==> src/rtl/mips_mem_dump.sv <==
// Dumps a window of processor memory to a valid/ready stream while the core is halted.
// Words cost three cycles each (read, capture, present); the halt wait is bounded by HALT_TIMEOUT.
module mips_mem_dump #(
    parameter int ADDR_W       = 10,
    parameter int DATA_W       = 32,
    parameter int HALT_TIMEOUT = 1000
) (
    input  logic              clk1,
    input  logic              reset,
    input  logic              start,
    input  logic [ADDR_W-1:0] base_addr,
    input  logic [ADDR_W:0]   count,
    input  logic              halted,
    output logic              mem_rd_en,
    output logic [ADDR_W-1:0] mem_addr,
    input  logic [DATA_W-1:0] mem_rdata,
    output logic              out_valid,
    input  logic              out_ready,
    output logic [DATA_W-1:0] out_data,
    output logic [ADDR_W-1:0] out_addr,
    output logic              busy,
    output logic              done,
    output logic              timeout
);

    localparam int WCNT_W = $clog2(HALT_TIMEOUT + 1);

    typedef enum logic [2:0] {IDLE, WAIT_HALT, READ, CAPTURE, OUT, FIN} state_t;

    state_t              state;
    logic [ADDR_W-1:0]   cur_addr;
    logic [ADDR_W:0]     remaining;
    logic [WCNT_W-1:0]   wait_cnt;

    always_ff @(posedge clk1) begin
        if (reset) begin
            state     <= IDLE;
            cur_addr  <= '0;
            remaining <= '0;
            wait_cnt  <= '0;
            mem_rd_en <= 1'b0;
            mem_addr  <= '0;
            out_valid <= 1'b0;
            out_data  <= '0;
            out_addr  <= '0;
            busy      <= 1'b0;
            done      <= 1'b0;
            timeout   <= 1'b0;
        end else begin
            mem_rd_en <= 1'b0;
            done      <= 1'b0;
            case (state)
                IDLE: if (start) begin
                    cur_addr  <= base_addr;
                    remaining <= count;
                    wait_cnt  <= '0;
                    timeout   <= 1'b0;
                    busy      <= 1'b1;
                    state     <= WAIT_HALT;
                end
                WAIT_HALT: begin
                    if (halted) begin
                        if (remaining != '0) begin
                            mem_rd_en <= 1'b1;
                            mem_addr  <= cur_addr;
                            state     <= READ;
                        end else begin
                            done  <= 1'b1;
                            state <= FIN;
                        end
                    // the cycle that would make the count HALT_TIMEOUT aborts instead
                    end else if (wait_cnt == WCNT_W'(HALT_TIMEOUT - 1)) begin
                        timeout <= 1'b1;
                        done    <= 1'b1;
                        state   <= FIN;
                    end else begin
                        wait_cnt <= wait_cnt + WCNT_W'(1);
                    end
                end
                READ: state <= CAPTURE;
                CAPTURE: begin
                    out_data  <= mem_rdata;
                    out_addr  <= cur_addr;
                    out_valid <= 1'b1;
                    state     <= OUT;
                end
                OUT: if (out_ready) begin
                    out_valid <= 1'b0;
                    remaining <= remaining - (ADDR_W + 1)'(1);
                    cur_addr  <= cur_addr + ADDR_W'(1);
                    if (remaining == (ADDR_W + 1)'(1)) begin
                        done  <= 1'b1;
                        state <= FIN;
                    end else begin
                        mem_rd_en <= 1'b1;
                        mem_addr  <= cur_addr + ADDR_W'(1);
                        state     <= READ;
                    end
                end
                FIN: begin
                    busy  <= 1'b0;
                    state <= IDLE;
                end
                default: state <= IDLE;
            endcase
        end
    end

endmodule

==> config.mk <==
export PLATFORM = sky130hd
export DESIGN_NAME = mips_mem_dump
export DESIGN_NICKNAME = d
export VERILOG_FILES = /design/src/rtl/mips_mem_dump.sv
export SDC_FILE = /design/constraint.sdc
export NUM_CORES = 1
export LEC_CHECK = 0
export ABC_AREA = 1
export CORE_ASPECT_RATIO = 1.4
export CORE_MARGIN = 5
export CORE_UTILIZATION = 37
export CTS_CLUSTER_SIZE = 28
export DETAILED_ROUTE_END_ITERATION = 12
export PLACE_DENSITY = 0.66
export SLEW_MARGIN = 5
export SYNTH_ARGS = -nofsm -noshare
export SYNTH_HDL_FRONTEND = slang
export SYNTH_SLANG_ARGS = --single-unit
==> constraint.sdc <==
create_clock -name clk1 -period 1.3 [get_ports clk1]
set_input_delay 0.26 -clock clk1 [delete_from_list [all_inputs] [get_ports clk1]]
set_output_delay 0.26 -clock clk1 [all_outputs]
set_load 0.01 [all_outputs]
==> results.yml, run 1 <==
run_status:
  status: "finished with violations"
  violations: "negative setup slack"
sta:
  worst_slew_pin_slew_ns: 0.249
  slew_headroom: 0.833
  period_share: 1.14
  setup_slack_ns: -0.177
  fmax_mhz: 677
  slew_violations: 0
  timing.final.crit_period_ns: 1.48
  fin_skew_ns: 0.00836
  setup_viol: 55
  final_hold_viol_count: 0
  rsz0062_at_grt: "true"
clock_tree:
  clock_latency_ns: 0.35
  cts.reportedPaths.clkPinSlew_ns: 0.07
  cts-root-buf: "clkbuf_16"
  hold_buffers: 0
  cts.path.max_buffers: 2
  htree_levels: 3
  cts_buffers: 9
  clkSinkCount: 91
  cts_tree: "built"
floorplanning:
  die_w_um: 101
  dieArea_sq_um: 13800
  start_util: 0.377
  die_y_um: 137
  core_sq_um: 11300
  rows: 46
  ios: 115
grt:
  grt_pass1_vias: 4984
  use_met3: 0.0390
  grt.total_usage: 0.207
  grt-busiest-layer: "met2"
  grt_pass1_wl_mm: 23.0
  grt_start_max_net_pins: 48
  grtUsageMet2: 0.392
  use_met1: 0.215
  grt_antenna_before_repair: 0
  grt_overflow: 0
yosys:
  synth_compound_area_frac: 0.175
  ys_seq_elements: 91
  synthMuxAreaShare: 0
  synth_xor_area_frac: 0.0102
  ys_types: 35
  synth_top_family_by_area: "simple AND/OR/NAND/NOR gates"
  syn_inst: 619
  synth-simple-area-share: 0.294
  ys_seq_area_frac: 0.426
  yosys_warnings: 0
  synthAdderAreaFrac: 0.0146
  synth_area_per_cell_sq_um: 6.91
  syn-num-nets: 682
  synth_area_sq_um: 4280
placement:
  postPlaceCellArea_sq_um: 6220
  place.gp.congestion: 0.885
  dp_hpwl_mm: 9.70
  port-buffer-count: 114
  place_ws_ns: -0.306
drt:
  drt_wl_total_mm: 14.7
  drt_iter0_markers: 147
  dr_total_vias: 4949
  wl_per_cell_um: 15.1
  vias_per_cell: 5.07
  detail-route-antenna-nets: 0
  drc: 0
  first_pass_iters: 4
critical_path:
  critPathMaxStageDelay_ns: 0.38
  critPathBufInv: 3
  crit_chain: "nor2_4, nand2_4, nor2_4, inv_2, nand2_4, buf_12, buf_4, o21ai_1, o21ba_1"
  cp_top_family: "simple AND/OR/NAND/NOR gates"
  critPathLaunchType: "flop"
  crit_type: "reg -> reg"
  worstSetupEndpointType: "flop"
  slowest_stage: "dfxtp_4"
  crit_arrival_ns: 1.76
  timing.rr.start: "state[1]$_SDFFE_PP0P_"
  crit_fanout: 8
  cp_data_required_time_ns: 1.58
  critPathLaunch: "state[1]$_SDFFE_PP0P_"
  r2r_slack_ns: -0.18
final_layout:
  final_util: 0.654
  fillers: 912
  drive_gt1_frac: 0.333
  nets: 892
  diodes: 0
  post-route-cell-area_sq_um: 7410
  area_delta_synth_final_pct: 73.3
  multi_input_area_sq_um: 2650
  regArea_sq_um: 1850
worst_hold_path:
  hp-class: "reg -> reg"
  hp-start: "out_data[1]$_SDFFE_PP0P_"
flow_run:
  timing.max_cap.violations: 0
power_and_ir_drop:
  p_leak_nw: 3.33
  ir_drop_mv: 0.838
  p_per_area_nw_per_um2: 1630
  total_power_w: 0.0121
cell families (layout without fill, tap and decap cells):
kind of cell / Yosys count / count (layout)
and+or+nand+nor: 295 / 295
AOI/OAI and AO/OA: 142 / 142
buffers and inverters: 81 / 295
xor gates and xnor gates: 5 / 5
adders and majority gates: 5 / 5
DFF: 91 / 91
synthesized netlist by cell type:
library cell | instances | share of area
nand2_4 | 2 | 0.0053
nand2_1 | 114 | 0.10
o21ai_1 | 21 | 0.025
xnor2_1 | 3 | 0.0061
a31oi_1 | 14 | 0.020
ha_1 | 5 | 0.015
nor3b_1 | 3 | 0.0053
nand2_2 | 1 | 0.0015
nand3b_1 | 1 | 0.0018
nand3_1 | 29 | 0.034
clkbuf_1 | 12 | 0.011
o31ai_1 | 2 | 0.0035
o211ai_1 | 1 | 0.0018
o21bai_1 | 4 | 0.0070
nand3_4 | 2 | 0.0082
nand3_2 | 1 | 0.0023
dfxtp_1 | 91 | 0.43
inv_1 | 43 | 0.038
inv_2 | 10 | 0.0088
xor2_1 | 2 | 0.0041
nor2_1 | 126 | 0.11
nor2_2 | 4 | 0.0058
or2_2 | 2 | 0.0029
buf_2 | 9 | 0.011
o21ba_1 | 1 | 0.0023
buf_4 | 5 | 0.0088
buf_1 | 1 | 0.00088
buf_6 | 1 | 0.0026
nor2_4 | 1 | 0.0026
nand4_1 | 6 | 0.0088
a21oi_1 | 34 | 0.040
and2_1 | 1 | 0.0015
o21ai_0 | 65 | 0.076
nor3_2 | 1 | 0.0023
nor3_1 | 1 | 0.0012
state kept, by name, indices dropped and copies added, names as in the netlist:
name	count
mem_addr	10
out_addr	10
out_data	32
busy	1
out_valid	1
wait_cnt	10
mem_rd_en	1
remaining	11
done	1
cur_addr	10
state	3
timeout	1
final timing paths:
check                             endpoint  cells past startpoint
hold reg to reg   out_data[1]$_SDFFE_PP0P_                      2
setup / recovery  cur_addr[9]$_SDFFE_PP0P_                      9
setup reg to reg  cur_addr[9]$_SDFFE_PP0P_                      9
hold / removal    out_data[1]$_SDFFE_PP0P_                      2
per-stage QoR:
stage | hold slack (ns) | TNS (ns) | instances
3_3_place_gp | 0.449 | -17.03 | 935
6_report | 0.474 | -5.50 | 977
4_1_cts | 0.472 | -3.47 | 972
5_1_grt | 0.490 | -9.53 | 977
2_1_floorplan | 0.420 | -0.00150 | 619
3_5_place_dp | 0.471 | -19.53 | 935
timing repair:
item,in CTS,in global routing
pin swaps,35,21
resized for setup,184,98
buffers inserted,17,5
cloned,5,2
setup endpoints to repair,146,86
power by group:
group | total (W) | switching [W] | leakage, nW | internal [W]
clock | 0.00265 | 0.00115 | 0.139 | 0.00150
combinational | 0.00582 | 0.00300 | 2.44 | 0.00282
sequential | 0.00363 | 0.000369 | 0.746 | 0.00326
total | 0.0121 | 0.00452 | 3.33 | 0.00758
metal layers:
layer,vias up,part of all wire,wire [um]
met1,2319,0.37,5380
met5,-,0,0
met3,51,0.043,631
met4,0,0.041,600
li1,2438,-,-
met2,141,0.55,8110
final cells by class:
type,instances,share of cell area
repair buffers,226,0.297
clock inverters,6,0.00962
repair inverters,1,0.000844
flip-flops and latches,91,0.249
multi-input cells,447,0.358
well taps,144,0.0243
clock buffers,9,0.0304
inverters,53,0.0312
placed cells by master (no fill, tap or decap), types with 3 or more instances in the layout:
cell and count:
inv_4 3, nand2_4 11, buf_4 81, buf_12 11
nor2_2 16, o21bai_1 4, a21oi_2 18, dfxtp_2 10
nand2_2 14, buf_6 13, nand4_1 6, nor2_1 105
xnor2_1 3, dfxtp_4 3, inv_2 6, nand3_4 6
inv_6 4, clkdlybuf4s50_1 57, o21ai_0 26, a31oi_1 13
nor2_4 10, dfxtp_1 78, clkdlybuf4s15_1 3, buf_8 3
inv_8 3, nand3_2 9, nand2_1 92, o21ai_1 28
o21ai_2 31, a21oi_1 16, clkbuf_16 11, nand3_1 17
inv_1 40, dlygate4sd2_1 54
worst min-delay path, cell delays in order (launching register included):
cell and delay (ns):
dfxtp_1 0.32, nor2_1 0.04, nor2_1 0.08
Power figures use the tool's default switching activity.
==> run 2, diff against run 1 <==
--- a/config.mk
+++ b/config.mk
@@ -12,7 +12,7 @@
 export CTS_CLUSTER_SIZE = 28
 export DETAILED_ROUTE_END_ITERATION = 12
 export PLACE_DENSITY = 0.66
-export SLEW_MARGIN = 5
+export SETUP_SLACK_MARGIN = 0.02
 export SYNTH_ARGS = -nofsm -noshare
 export SYNTH_HDL_FRONTEND = slang
 export SYNTH_SLANG_ARGS = --single-unit
==> run 2 against run 1 <==
Setup slack gained 0.0095 ns. Sequential cell count is the same. Count of clock-buffer cells in the layout grew 1. Via count grew 2.2%. Fmax grew 0.65%. Register-to-register slack is essentially flat. Hold slack lost 0.0084 ns. Sequential power is essentially flat. Highest routed layer unchanged. Combinational power grew 3%. Total power grew 1.5%. The run still ends with negative setup slack left. Clock skew shrank 0.0016 ns.
==> results.yml, run 2 (synthesized netlist as in run 1, its figures left out) <==
critical_path:
  rr_worst_depth: 8
  crit_fanout: 3
  crit_type: "reg -> reg"
  critPathLaunchType: "flop"
  critPathLaunch: "remaining[0]$_SDFFE_PP0P_"
  timing.rr.start: "remaining[0]$_SDFFE_PP0P_"
  crit_arrival_ns: 1.70
  worstSetupEndpointType: "flop"
  reg2reg_to: "remaining[10]$_SDFFE_PP0P_"
  crit_path_end: "remaining[10]$_SDFFE_PP0P_"
  cp_data_required_time_ns: 1.53
  r2r_slack_ns: -0.17
final_layout:
  largest_reg_flops: 32
  largest-register: "out_data"
  area_delta_synth_final_pct: 74.3
  drive_gt1_frac: 0.323
  reg.largest.list: "out_data x32, remaining x11"
  final_common_cell: "nor2_1"
  mostFrequentLayoutCells: "nor2_1, nand2_1, buf_4, dfxtp_1, clkdlybuf4s50_1"
  diodes: 0
  stdcell_count: 985
  nets: 900
  final_util: 0.658
sta:
  worst_slew_pin_slew_ns: 0.290
  fin_skew_ns: 0.00673
  whs_ns: 0.465
  rsz0062_at_grt: "true"
  period_share: 1.13
  setup_slack_ns: -0.168
  final_hold_viol_count: 0
  slew_violations: 0
  fmax_mhz: 681
  timing.final.crit_period_ns: 1.47
  slew_headroom: 0.805
  setup_viol: 50
clock_tree:
  hold_buffers: 0
  cts-root-buf: "clkbuf_16"
  htree_levels: 3
  clkSinkCount: 91
  cts.path.max_buffers: 2
  clock_latency_ns: 0.34
  cts_buffers: 9
  cts_tree: "built"
  cts.reportedPaths.clkPinSlew_ns: 0.06
placement:
  place.gp.congestion: 0.915
  dp_hpwl_mm: 9.86
  port-buffer-count: 114
  dp_cells: 942
drt:
  detail-route-antenna-nets: 0
  drc: 0
  wl_per_cell_um: 15.5
  drt_wl_total_mm: 15.3
  drt_iter0_markers: 221
  vias_per_cell: 5.14
  dr_total_vias: 5058
  first_pass_iters: 4
grt:
  grt_antenna_before_repair: 0
  grt_pass1_wl_mm: 22.8
  grt.total_usage: 0.205
  grt_pass1_vias: 5057
  grt_overflow: 0
  grt_start_max_net_pins: 26
floorplanning:
  die_w_um: 101
  rows: 46
  ios: 115
  start_util: 0.377
  die_y_um: 137
  dieArea_sq_um: 13800
  core_sq_um: 11300
power_and_ir_drop:
  seqPwrFrac: 0.296
  total_power_w: 0.0123
  ir_drop_mv: 0.734
  sw_frac_of_total: 0.370
  p_clk_frac: 0.218
  power_switching_w: 0.00455
  p_int_w: 0.00774
  p_leak_nw: 3.35
  p_per_area_nw_per_um2: 1650
  power_frac_comb: 0.486
run_status:
  status: "finished with violations"
  violations: "negative setup slack"
flow_run:
  timing.max_cap.violations: 0
worst_hold_path:
  hp-class: "reg -> reg"
[run 2: what timing repair did]
action                     4_1_cts  5_1_grt
gates cloned                     7        1
setup endpoints to repair      144       93
buffers inserted                14       12
gates resized for setup        141       97
pin swaps                       29       35
[run 2: stage by stage]
step | setup slack, ns | TNS [ns] | area, sq um
5_1_grt | -0.252 | -13.49 | 7460
6_report | -0.168 | -5.45 | 7460
2_1_floorplan | 0.00166 | 0 | 4350
3_5_place_dp | -0.335 | -18.63 | 6270
3_3_place_gp | -0.300 | -16.75 | 6270
4_1_cts | -0.157 | -4.25 | 7060
[run 2: worst max-delay path, stage by stage, from the launching register on]
cell and delay (ns):
dfxtp_2 0.35, inv_2 0.06, buf_4 0.10, ha_2 0.21
nand3_2 0.11, o21ai_2 0.20, nand2_4 0.07, o21ai_1 0.18
a21oi_2 0.07
[run 2: power by group through the flow]
| stage | registers, W | clock network (W) | logic, W |
|---|---|---|---|
| after floorplan | 0.00372 | 0 | 0.00207 |
| after global placement | 0.00359 | 0 | 0.00424 |
| after detailed placement | 0.00360 | 0 | 0.00430 |
| after CTS | 0.00357 | 0.00271 | 0.00529 |
| after global routing | 0.00370 | 0.00283 | 0.00642 |
| final | 0.00364 | 0.00268 | 0.00597 |
[run 2: per-layer routing]
metal | up-vias | GRT usage | share of wire
li1 | 2456 | - | -
met1 | 2361 | 0.218 | 0.35
met2 | 187 | 0.378 | 0.55
met3 | 54 | 0.0334 | 0.053
met4 | 0 | 0.113 | 0.048
met5 | - | 0 | 0
[run 2: cell type report]
type / instances / area (sq um)
Fill cell: 922 / 3880
Timing Repair inverter: 1 / 6.26
Timing Repair Buffer: 232 / 2220
Inverter: 53 / 224
Clock inverter: 5 / 61.3
Sequential cell: 91 / 1850
Multi-Input combinational cell: 449 / 2680
Tap cell: 144 / 180
Clock buffer: 10 / 239
[run 2: how the worst min path moves through the flow]
| stage | start | endpoint | cells after the start | slack (ns) |
|---|---|---|---|---|
| CTS | out_valid$_SDFFE_PP0P_ | out_valid$_SDFFE_PP0P_ | 2 | 0.47 |
| detailed placement | out_valid$_SDFFE_PP0P_ | out_valid$_SDFFE_PP0P_ | 2 | 0.46 |
| finish | out_valid$_SDFFE_PP0P_ | out_valid$_SDFFE_PP0P_ | 2 | 0.47 |
| global route | out_valid$_SDFFE_PP0P_ | out_valid$_SDFFE_PP0P_ | 2 | 0.48 |
| floorplan | count[0] | remaining[0]$_SDFFE_PP0P_ | 2 | 0.42 |
| global placement | out_valid$_SDFFE_PP0P_ | out_valid$_SDFFE_PP0P_ | 2 | 0.45 |
==> run 3, diff against run 2 <==
--- a/config.mk
+++ b/config.mk
@@ -13,6 +13,7 @@
 export DETAILED_ROUTE_END_ITERATION = 12
 export PLACE_DENSITY = 0.66
 export SETUP_SLACK_MARGIN = 0.02
+export SKIP_LAST_GASP = 1
 export SYNTH_ARGS = -nofsm -noshare
 export SYNTH_HDL_FRONTEND = slang
 export SYNTH_SLANG_ARGS = --single-unit
==> constraint.sdc (replaced) <==
create_clock -name clk1 -period 1.2 [get_ports clk1]
set_input_delay 0.24 -clock clk1 [delete_from_list [all_inputs] [get_ports clk1]]
set_output_delay 0.24 -clock clk1 [all_outputs]
set_load 0.01 [all_outputs]
==> run 3 against run 2 <==
Critical path depth is 1 higher. Non-clock buffer count is 15 higher. Setup slack worse by 0.13 ns. Utilization is 1.3 points higher. Fmax is 1.8% lower. Sequential share of layout area is 0.24 points lower. The flow still finishes with violations (negative setup slack). Clock power is 8.6% higher. Hold slack worse by 0.00089 ns. Combinational power is 5.4% higher. Count of clock-buffer cells in the layout stayed put. Routed wire length is 1.6% higher.
==> results.yml, run 3 (synthesized netlist as in run 1, its figures left out) <==
run_status:
  status: "finished with violations"
  violations: "negative setup slack"
grt:
  grt_overflow: 0
  grt_antenna_before_repair: 0
  grt_pass1_wl_mm: 23.4
  grt_pass1_vias: 5058
  grt_start_max_net_pins: 53
  grt.total_usage: 0.211
power_and_ir_drop:
  ir_drop_mv: 0.899
  p_leak_nw: 3.29
  p_per_area_nw_per_um2: 1730
worst_hold_path:
  hp-class: "in -> reg"
  hold_path_end: "cur_addr[0]$_SDFFE_PP0P_"
  hold_depth: 3
  hp-start: "base_addr[0]"
drt:
  vias_per_cell: 5.11
  drt_wl_total_mm: 15.5
  dr_total_vias: 5113
  first_pass_iters: 5
  detail-route-antenna-nets: 0
  drt_iter0_markers: 203
  wl_per_cell_um: 15.5
  drc: 0
placement:
  place.gp.congestion: 0.881
  dp_cells: 940
  port-buffer-count: 114
  postPlaceCellArea_sq_um: 6280
  dp_hpwl_mm: 9.80
sta:
  fmax_mhz: 669
  fin_skew_ns: 0.00828
  timing.final.crit_period_ns: 1.50
  slew_headroom: 0.778
  slew_violations: 0
  fin_tns_setup_ns: -10.01
  setup_slack_ns: -0.295
  worst_slew_pin_slew_ns: 0.329
  whs_ns: 0.465
  setup_viol: 83
  period_share: 1.25
  rsz0062_at_grt: "true"
  final_hold_viol_count: 0
clock_tree:
  hold_buffers: 0
  cts_tree: "built"
  clock_latency_ns: 0.34
  cts.reportedPaths.clkPinSlew_ns: 0.07
  cts.path.max_buffers: 2
  clkSinkCount: 91
  htree_levels: 3
  cts-root-buf: "clkbuf_16"
  cts_buffers: 9
floorplanning:
  dieArea_sq_um: 13800
  rows: 46
  core_sq_um: 11300
  die_w_um: 101
  start_util: 0.377
  ios: 115
  die_y_um: 137
critical_path:
  cp_data_required_time_ns: 1.47
  worstSetupEndpointType: "flop"
  reg2reg_to: "mem_addr[8]$_SDFFE_PP0P_"
  crit_fanout: 8
  timing.rr.start: "state[0]$_SDFFE_PP0P_"
  critPathLaunchType: "flop"
  r2r_slack_ns: -0.30
  crit_type: "reg -> reg"
  crit_arrival_ns: 1.77
  rr_worst_depth: 9
final_layout:
  reg.largest.list: "out_data x32, remaining x11"
  diodes: 0
  post-route-cell-area_sq_um: 7610
  largest-register: "out_data"
  final_util: 0.671
  drive_gt1_frac: 0.454
  stdcell_count: 1001
  mostFrequentLayoutCells: "nand2_1, buf_4, nor2_1, dfxtp_1, clkdlybuf4s50_1"
  nets: 915
  area_delta_synth_final_pct: 77.8
  largest_reg_flops: 32
  final_common_cell: "nand2_1"
flow_run:
  timing.max_cap.violations: 0
## run 3: how the worst max path moves through the flow
stage | startpoint | end
after floorplan | state[1]$_SDFFE_PP0P_ | remaining[10]$_SDFFE_PP0P_
after global placement | halted | wait_cnt[5]$_SDFFE_PP0P_
after detailed placement | halted | wait_cnt[5]$_SDFFE_PP0P_
after CTS | remaining[9]$_SDFFE_PP0P_ | mem_addr[0]$_SDFFE_PP0P_
after global routing | state[0]$_SDFFE_PP0P_ | cur_addr[3]$_SDFFE_PP0P_
final | state[0]$_SDFFE_PP0P_ | mem_addr[8]$_SDFFE_PP0P_
## run 3: through the flow
step / total power, W / setup WS, ns
global placement: 0.00850 / -0.390
global route: 0.0139 / -0.356
finish: 0.0132 / -0.295
CTS: 0.0129 / -0.218
floorplan: 0.00630 / -0.0971
detailed placement: 0.00860 / -0.441
## run 3: power by group
part	total [W]	internal (W)	switching, W
registers	0.00398	0.00355	0.000436
clock network	0.00291	0.00164	0.00126
logic	0.00629	0.00312	0.00317
## run 3: layout make-up
class / instances / area [sq um]
Clock buffer: 10 / 229
Fill cell: 897 / 3730
Tap cell: 144 / 180
Inverter: 53 / 226
Clock inverter: 6 / 70.1
Multi-Input combinational cell: 449 / 2770
Sequential cell: 91 / 1860
Timing Repair Buffer: 247 / 2260
Timing Repair inverter: 1 / 6.26
## run 3: critical path, cell delays in order (launching register included)
cell and delay (ns):
dfxtp_4 0.37, nor2_4 0.14, nand2_4 0.11, nor2_4 0.15, buf_4 0.13, nand2_2 0.06, nand2_4 0.12, buf_8 0.16
o21ai_2 0.06, nor2_1 0.11
## run 3: timing repair
| item | in CTS | in global routing |
|---|---|---|
| gates resized for setup | 248 | 185 |
| pin swaps | 32 | 62 |
| cloned | 9 | 4 |
| setup endpoints to repair | 146 | 139 |
| setup buffers | 28 | 13 |
## run 3: per-layer routing
| metal | vias up | GRT usage | wire length (um) |
|---|---|---|---|
| met2 | 162 | 0.403 | 8700 |
| met5 | - | 0 | 0 |
| li1 | 2491 | - | - |
| met4 | 0 | 0.0839 | 518 |
| met1 | 2411 | 0.224 | 5640 |
| met3 | 49 | 0.0390 | 694 |
